===== src/rtl/fetch_pkg.sv =====
// Shared types and constants for the instruction fetch unit: FSM states,
// IF/ID entry layout, reset PC default and the NOP encoding.
package fetch_pkg;

  typedef enum logic [1:0] {
    ST_BOOT  = 2'd0,
    ST_FETCH = 2'd1,
    ST_HOLD  = 2'd2,
    ST_DRAIN = 2'd3
  } fetch_state_e;

  localparam logic [31:0] RESET_PC_DEFAULT = 32'h0000_0000;
  localparam logic [31:0] NOP_INSTR        = 32'h0000_0000;

  // One fetched instruction together with the word address it came from.
  typedef struct packed {
    logic        valid;
    logic [31:0] pc;
    logic [31:0] instr;
  } fetch_entry_t;

  localparam fetch_entry_t EMPTY_ENTRY = '{valid: 1'b0, pc: 32'h0, instr: NOP_INSTR};

  // Jump wins over a simultaneous taken branch.
  function automatic logic [31:0] redirect_target(
    input logic        jump,
    input logic [31:0] jump_target,
    input logic [31:0] branch_target
  );
    return jump ? jump_target : branch_target;
  endfunction

endpackage


===== src/rtl/fetch_unit_pc_reg.sv =====
// Program counter register: redirect target has priority over the
// sequential advance supplied by the external increment adder.
module pc_reg
  import fetch_pkg::*;
#(
  parameter logic [31:0] RESET_PC = RESET_PC_DEFAULT
) (
  input  logic        clk,
  input  logic        rst_n,
  input  logic        i_redirect,
  input  logic [31:0] i_target,
  input  logic        i_advance,
  input  logic [31:0] i_adder_out,
  output logic [31:0] o_pc
);

  logic [31:0] r_pc;

  // NOTE: sequential state uses <= so every flop samples pre-edge values.
  always_ff @(posedge clk or negedge rst_n) begin
    if (!rst_n) begin
      r_pc <= RESET_PC;
    end else if (i_redirect) begin
      r_pc <= i_target;
    end else if (i_advance) begin
      r_pc <= i_adder_out;
    end
  end

  assign o_pc = r_pc;

endmodule


===== src/rtl/fetch_unit.sv =====
// Instruction fetch stage: drives the instruction-memory request, buffers one
// instruction across downstream stalls and drains requests aborted by redirects.
module fetch_unit
  import fetch_pkg::*;
#(
  parameter logic [31:0] RESET_PC = RESET_PC_DEFAULT
) (
  input  logic        clk,
  input  logic        rst_n,
  input  logic        stall,
  input  logic        branch_taken,
  input  logic [31:0] branch_target,
  input  logic        jump,
  input  logic [31:0] jump_target,
  output logic [31:0] pc_out,
  input  logic [31:0] adder_out,
  output logic        imem_req,
  output logic [31:0] imem_addr,
  input  logic        imem_ready,
  input  logic [31:0] imem_rdata,
  output logic        ifid_valid,
  output logic [31:0] ifid_pc,
  output logic [31:0] ifid_instr
);

  fetch_state_e r_state;
  fetch_state_e w_state_nxt;
  fetch_entry_t r_ifid;
  fetch_entry_t r_hold;
  logic [31:0]  r_drain_addr;

  logic         w_redirect;
  logic [31:0]  w_target;
  logic         w_ifid_new;
  logic         w_ifid_from_hold;
  logic         w_hold_capture;
  logic         w_drain_save;
  logic         w_advance;

  assign w_redirect = jump | branch_taken;
  assign w_target   = redirect_target(jump, jump_target, branch_target);
  assign w_advance  = w_ifid_new | w_hold_capture;

  pc_reg #(
    .RESET_PC(RESET_PC)
  ) u_pc_reg (
    .clk        (clk),
    .rst_n      (rst_n),
    .i_redirect (w_redirect),
    .i_target   (w_target),
    .i_advance  (w_advance),
    .i_adder_out(adder_out),
    .o_pc       (pc_out)
  );

  always_ff @(posedge clk or negedge rst_n) begin
    if (!rst_n) begin
      r_state <= ST_BOOT;
    end else begin
      r_state <= w_state_nxt;
    end
  end

  // NOTE: every signal driven here gets a default first so no latch is inferred.
  always_comb begin
    w_state_nxt      = r_state;
    imem_req         = 1'b0;
    imem_addr        = pc_out;
    w_ifid_new       = 1'b0;
    w_ifid_from_hold = 1'b0;
    w_hold_capture   = 1'b0;
    w_drain_save     = 1'b0;
    case (r_state)
      ST_BOOT: begin
        w_state_nxt = ST_FETCH;
      end
      ST_FETCH: begin
        imem_req = 1'b1;
        if (w_redirect) begin
          // A request without its transfer cannot be withdrawn; finish it in DRAIN.
          if (!imem_ready) begin
            w_state_nxt  = ST_DRAIN;
            w_drain_save = 1'b1;
          end
        end else if (imem_ready) begin
          if (stall) begin
            w_hold_capture = 1'b1;
            w_state_nxt    = ST_HOLD;
          end else begin
            w_ifid_new = 1'b1;
          end
        end
      end
      ST_HOLD: begin
        if (w_redirect) begin
          w_state_nxt = ST_FETCH;
        end else if (!stall) begin
          w_ifid_from_hold = r_hold.valid;
          w_state_nxt      = ST_FETCH;
        end
      end
      ST_DRAIN: begin
        imem_req  = 1'b1;
        imem_addr = r_drain_addr;
        if (imem_ready) begin
          w_state_nxt = ST_FETCH;
        end
      end
      default: begin
        w_state_nxt = ST_BOOT;
      end
    endcase
  end

  always_ff @(posedge clk or negedge rst_n) begin
    if (!rst_n) begin
      r_drain_addr <= 32'h0;
    end else if (w_drain_save) begin
      r_drain_addr <= pc_out;
    end
  end

  // Redirect overrides stall; a stall freezes the whole register otherwise.
  always_ff @(posedge clk or negedge rst_n) begin
    if (!rst_n) begin
      r_ifid <= EMPTY_ENTRY;
    end else if (w_redirect) begin
      r_ifid.valid <= 1'b0;
    end else if (w_ifid_new) begin
      r_ifid <= '{valid: 1'b1, pc: pc_out, instr: imem_rdata};
    end else if (w_ifid_from_hold) begin
      r_ifid <= '{valid: 1'b1, pc: r_hold.pc, instr: r_hold.instr};
    end else if (!stall) begin
      r_ifid.valid <= 1'b0;
    end
  end

  always_ff @(posedge clk or negedge rst_n) begin
    if (!rst_n) begin
      r_hold <= EMPTY_ENTRY;
    end else if (w_redirect) begin
      r_hold.valid <= 1'b0;
    end else if (w_hold_capture) begin
      r_hold <= '{valid: 1'b1, pc: pc_out, instr: imem_rdata};
    end else if (w_ifid_from_hold) begin
      r_hold.valid <= 1'b0;
    end
  end

  assign ifid_valid = r_ifid.valid;
  assign ifid_pc    = r_ifid.pc;
  assign ifid_instr = r_ifid.instr;

endmodule


===== config.mk =====
export PLATFORM = sky130hd
export DESIGN_NAME = fetch_unit
export DESIGN_NICKNAME = d
export VERILOG_FILES = /design/src/rtl/fetch_pkg.sv /design/src/rtl/fetch_unit_pc_reg.sv /design/src/rtl/fetch_unit.sv
export SDC_FILE = /design/constraint.sdc
export NUM_CORES = 1
export LEC_CHECK = 0
export ABC_AREA = 1
export CORE_ASPECT_RATIO = 1.4
export CORE_UTILIZATION = 35
export CTS_CLUSTER_DIAMETER = 30
export DETAILED_ROUTE_END_ITERATION = 10
export HOLD_SLACK_MARGIN = 0.03
export PLACE_DENSITY = 0.7
export SYNTH_ARGS = -nofsm -noshare
export SYNTH_HDL_FRONTEND = slang
export SYNTH_HIERARCHICAL = 1
export SYNTH_SLANG_ARGS = --single-unit

===== constraint.sdc =====
create_clock -name clk -period 2.75 [get_ports clk]
set_input_delay 0.275 -clock clk [delete_from_list [all_inputs] [get_ports clk]]
set_output_delay 0.275 -clock clk [all_outputs]
set_load 0.02 [all_outputs]

==> results.yml <==
final_layout:
  final_nets: 1603
  drive_gt1_share_pct: 4.524
  multi_input_area_sq_um: 3651
  regArea_sq_um: 4905
  fillCellCount: 2600
  syn_to_final_growth_pct: 36.31
synthesis:
  synth.distinct_cells: 24
  syn_inst: 1247
  syn-cell-area_sq_um: 9544
  synth.avg_cell_area_sq_um: 7.654
  synthTopCellsByCount: "nand2_1, nand3_1, dfrtp_1, inv_1, o21ai_0"
  ys_seq_elements: 196
  synth_top_cell_area_share_pct: 51.39
  synth_most_common_cell: "nand2_1"
  synth_top_cell_by_area: "dfrtp_1"
  synthArstFlopShare_pct: 100.0
  yosysSeqAreaShare_pct: 51.39
  synth_warnings: 6
  netlist_top_cells_area: "dfrtp_1, nand2_1, nand3_1"
  synth_edf_count: 0
  synthFlopType: "dfrtp_1"
  synthesis.nets: 1381
floorplanning:
  die_w_microns: 141.6
  dieArea_sq_um: 27940
  row_count: 71
  initial_core_util_pct: 35.58
  fp.coreArea_sq_um: 26830
  die_y_microns: 197.4
  io_pins: 264
route:
  wl_per_cell_microns: 13.86
  ant_nets: 0
  num_vias: 8643
  drt_iter0_drc: 553
  wl_met1_microns: 10770
  dr.max_layer_used: "met5"
  drt-vias-per-instance: 4.679
  wl_met2_microns: 12620
  finalWirelength_microns: 25600
  route.detailed.drc: 0
  detail_route.first_pass.iterations: 5
  wl_met3_microns: 1271
clock_network:
  clk_latency_ns: 0.43
  cts_tree: "done"
  cts_buffers: 17
  cts_setup_buffers: 0
  cts_max_level: 4
  clock-sinks: 196
  clk_pin_slew_ns: 0.07
  clk_root_buffer_cell: "clkbuf_16"
  clk_path_buf_depth: 2
setup_path:
  required_ns: 2.48
  crit_slowest_cell: "clkdlybuf4s50_1"
  slowest_delay_ns: 0.66
  setup.worst_path.class: "register to output port"
  crit_path_end_kind: "output port"
  critical-path-top-delay-family: "buffers and inverters"
  worst-r2r-setup-slack_ns: 0.96
  worstPathCellList: "nand2_2 > buf_12 > nor2_1 > a21oi_1 > clkdlybuf4s50_1"
  reg2regPathDepth: 6
  r2r_end: "ifid_pc[12]"
  r2r-start: "r_state[0]"
  crit_end: "imem_addr[0]"
  arrival_ns: 2.31
  cp-start-kind: "register"
  cp.depth: 5
  crit_buf_inv: 2
  crit_start: "r_state[0]"
  path_max_fanout: 34
timing:
  final-setup-viol-count: 0
  min_period_ns: 2.581
  whs_ns: 0.4255
  slew_violations: 0
  rsz0062_at_grt: "false"
  tightest_slew_ns: 0.9378
  timing.final.crit_share_pct: 93.87
  tns_ns: 0
  fmax_mhz: 387.4
  hold_viol: 0
  max_slew_margin_pct: 37.41
  fin_worst_skew_ns: 0.006793
  fin_ws_ns: 0.1686
hold_path:
  hp-class: "primary input to async pin"
place:
  dp_hpwl_microns: 18270
  port_buffers: 263
  gp_congestion: 0.8468
  place_ws_ns: 0.5188
grt:
  grt_antenna_before_repair: 2
  grt_max_degree: 82
  grt_pass1_wl_microns: 41860
  grt_pass1_vias: 8161
  grtUsageTotal_pct: 19.08
  grt_remaining_overflow: 0
pwr:
  power.density_nw_per_um2: 944.8
  irDropWorstVdd_mv: 0.4240
  leakage_nw: 6.526
  power_mw: 12.29
status:
  status: "completed"
flow_run:
  maxCapViolations: 0
==> worst register-to-register path, delay by kind of cell, from the launching register on <==
| family | cells | cell delay [ns] |
|---|---|---|
| buffers and inverters | 1 | 0.26 |
| DFF | 1 | 0.46 |
| and+or+nand+nor | 5 | 1.02 |
==> cell type report <==
class                      count  share of cell area, %
sequential                   196                  37.70
multi-input combinational    832                  28.06
timing repair buffer         285                  22.37
inverter                     137                  3.972
clock buffer                  22                  3.568
tap                          365                  3.510
clock inverter                 9                 0.7982
antenna                        1                0.01923
==> stage by stage <==
stage          std cells  util, %  cell area (sq um)
3_5_place_dp        1814    46.31              12420
2_1_floorplan       1247        -               9544
5_1_grt             1847    48.49              13010
3_3_place_gp        1814    46.31              12420
6_report            1847    48.49              13010
4_1_cts             1846    48.46              13000
==> what timing repair did <==
action,4_1_cts,5_1_grt
endpoints found under the setup margin,0,2
hold endpoints to repair,76,0
gates resized for setup,0,2
hold buffers,1,0
==> placed cells by master, fill, tap and decap left out, drive strengths merged, types with 4 or more instances in the layout <==
cell and count:
a21oi 32, buf 21, clkbuf 23, clkdlybuf4s50 261, clkinv 4, dfrtp 196, inv 138, nand2 463
nand3 199, nor2 39, o21ai 96
==> metal layers <==
layer	vias to the layer above	track usage, %
met2	268	31.64
met5	-	0
met1	3990	23.56
met4	2	9.478
li1	4335	-
met3	48	3.830
==> flip-flops by register name (all words and copies together) (netlist names) <==
register       count
ifid_valid         1
r_hold            65
ifid_instr        32
r_state            2
u_pc_reg/o_pc     32
ifid_pc           32
r_drain_addr      32
==> kinds of logic (layout without fill, tap and decap cells) <==
kind of cell           Yosys count  after routing  share of synthesized area (%)
DFF                            196            196                          51.39
and+or+nand+nor                703            703                          31.19
buffers and inverters          219            453                          10.63
AOI/OAI and AO/OA              129            129                          6.791
other                            0              1                              0
==> power by group <==
part | internal, mW | switching, mW | leakage (nW) | total, mW
combinational | 2.38 | 2.82 | 3.75 | 5.20
clock | 1.38 | 1.06 | 0.276 | 2.45
sequential | 4.01 | 0.641 | 2.50 | 4.65
==> how the worst min path moves through the flow <==
stage,from,end,slack (ns),cells after the start
global placement,rst_n,ifid_instr[21],0.37,1
CTS,adder_out[14],u_pc_reg/o_pc[14],0.40,3
detailed placement,rst_n,ifid_instr[21],0.37,1
finish,rst_n,ifid_instr[21],0.43,2
floorplan,rst_n,ifid_instr[0],-0.02,0
global route,adder_out[6],u_pc_reg/o_pc[6],0.42,3
Note: power is estimated with default switching activity, not from simulation.
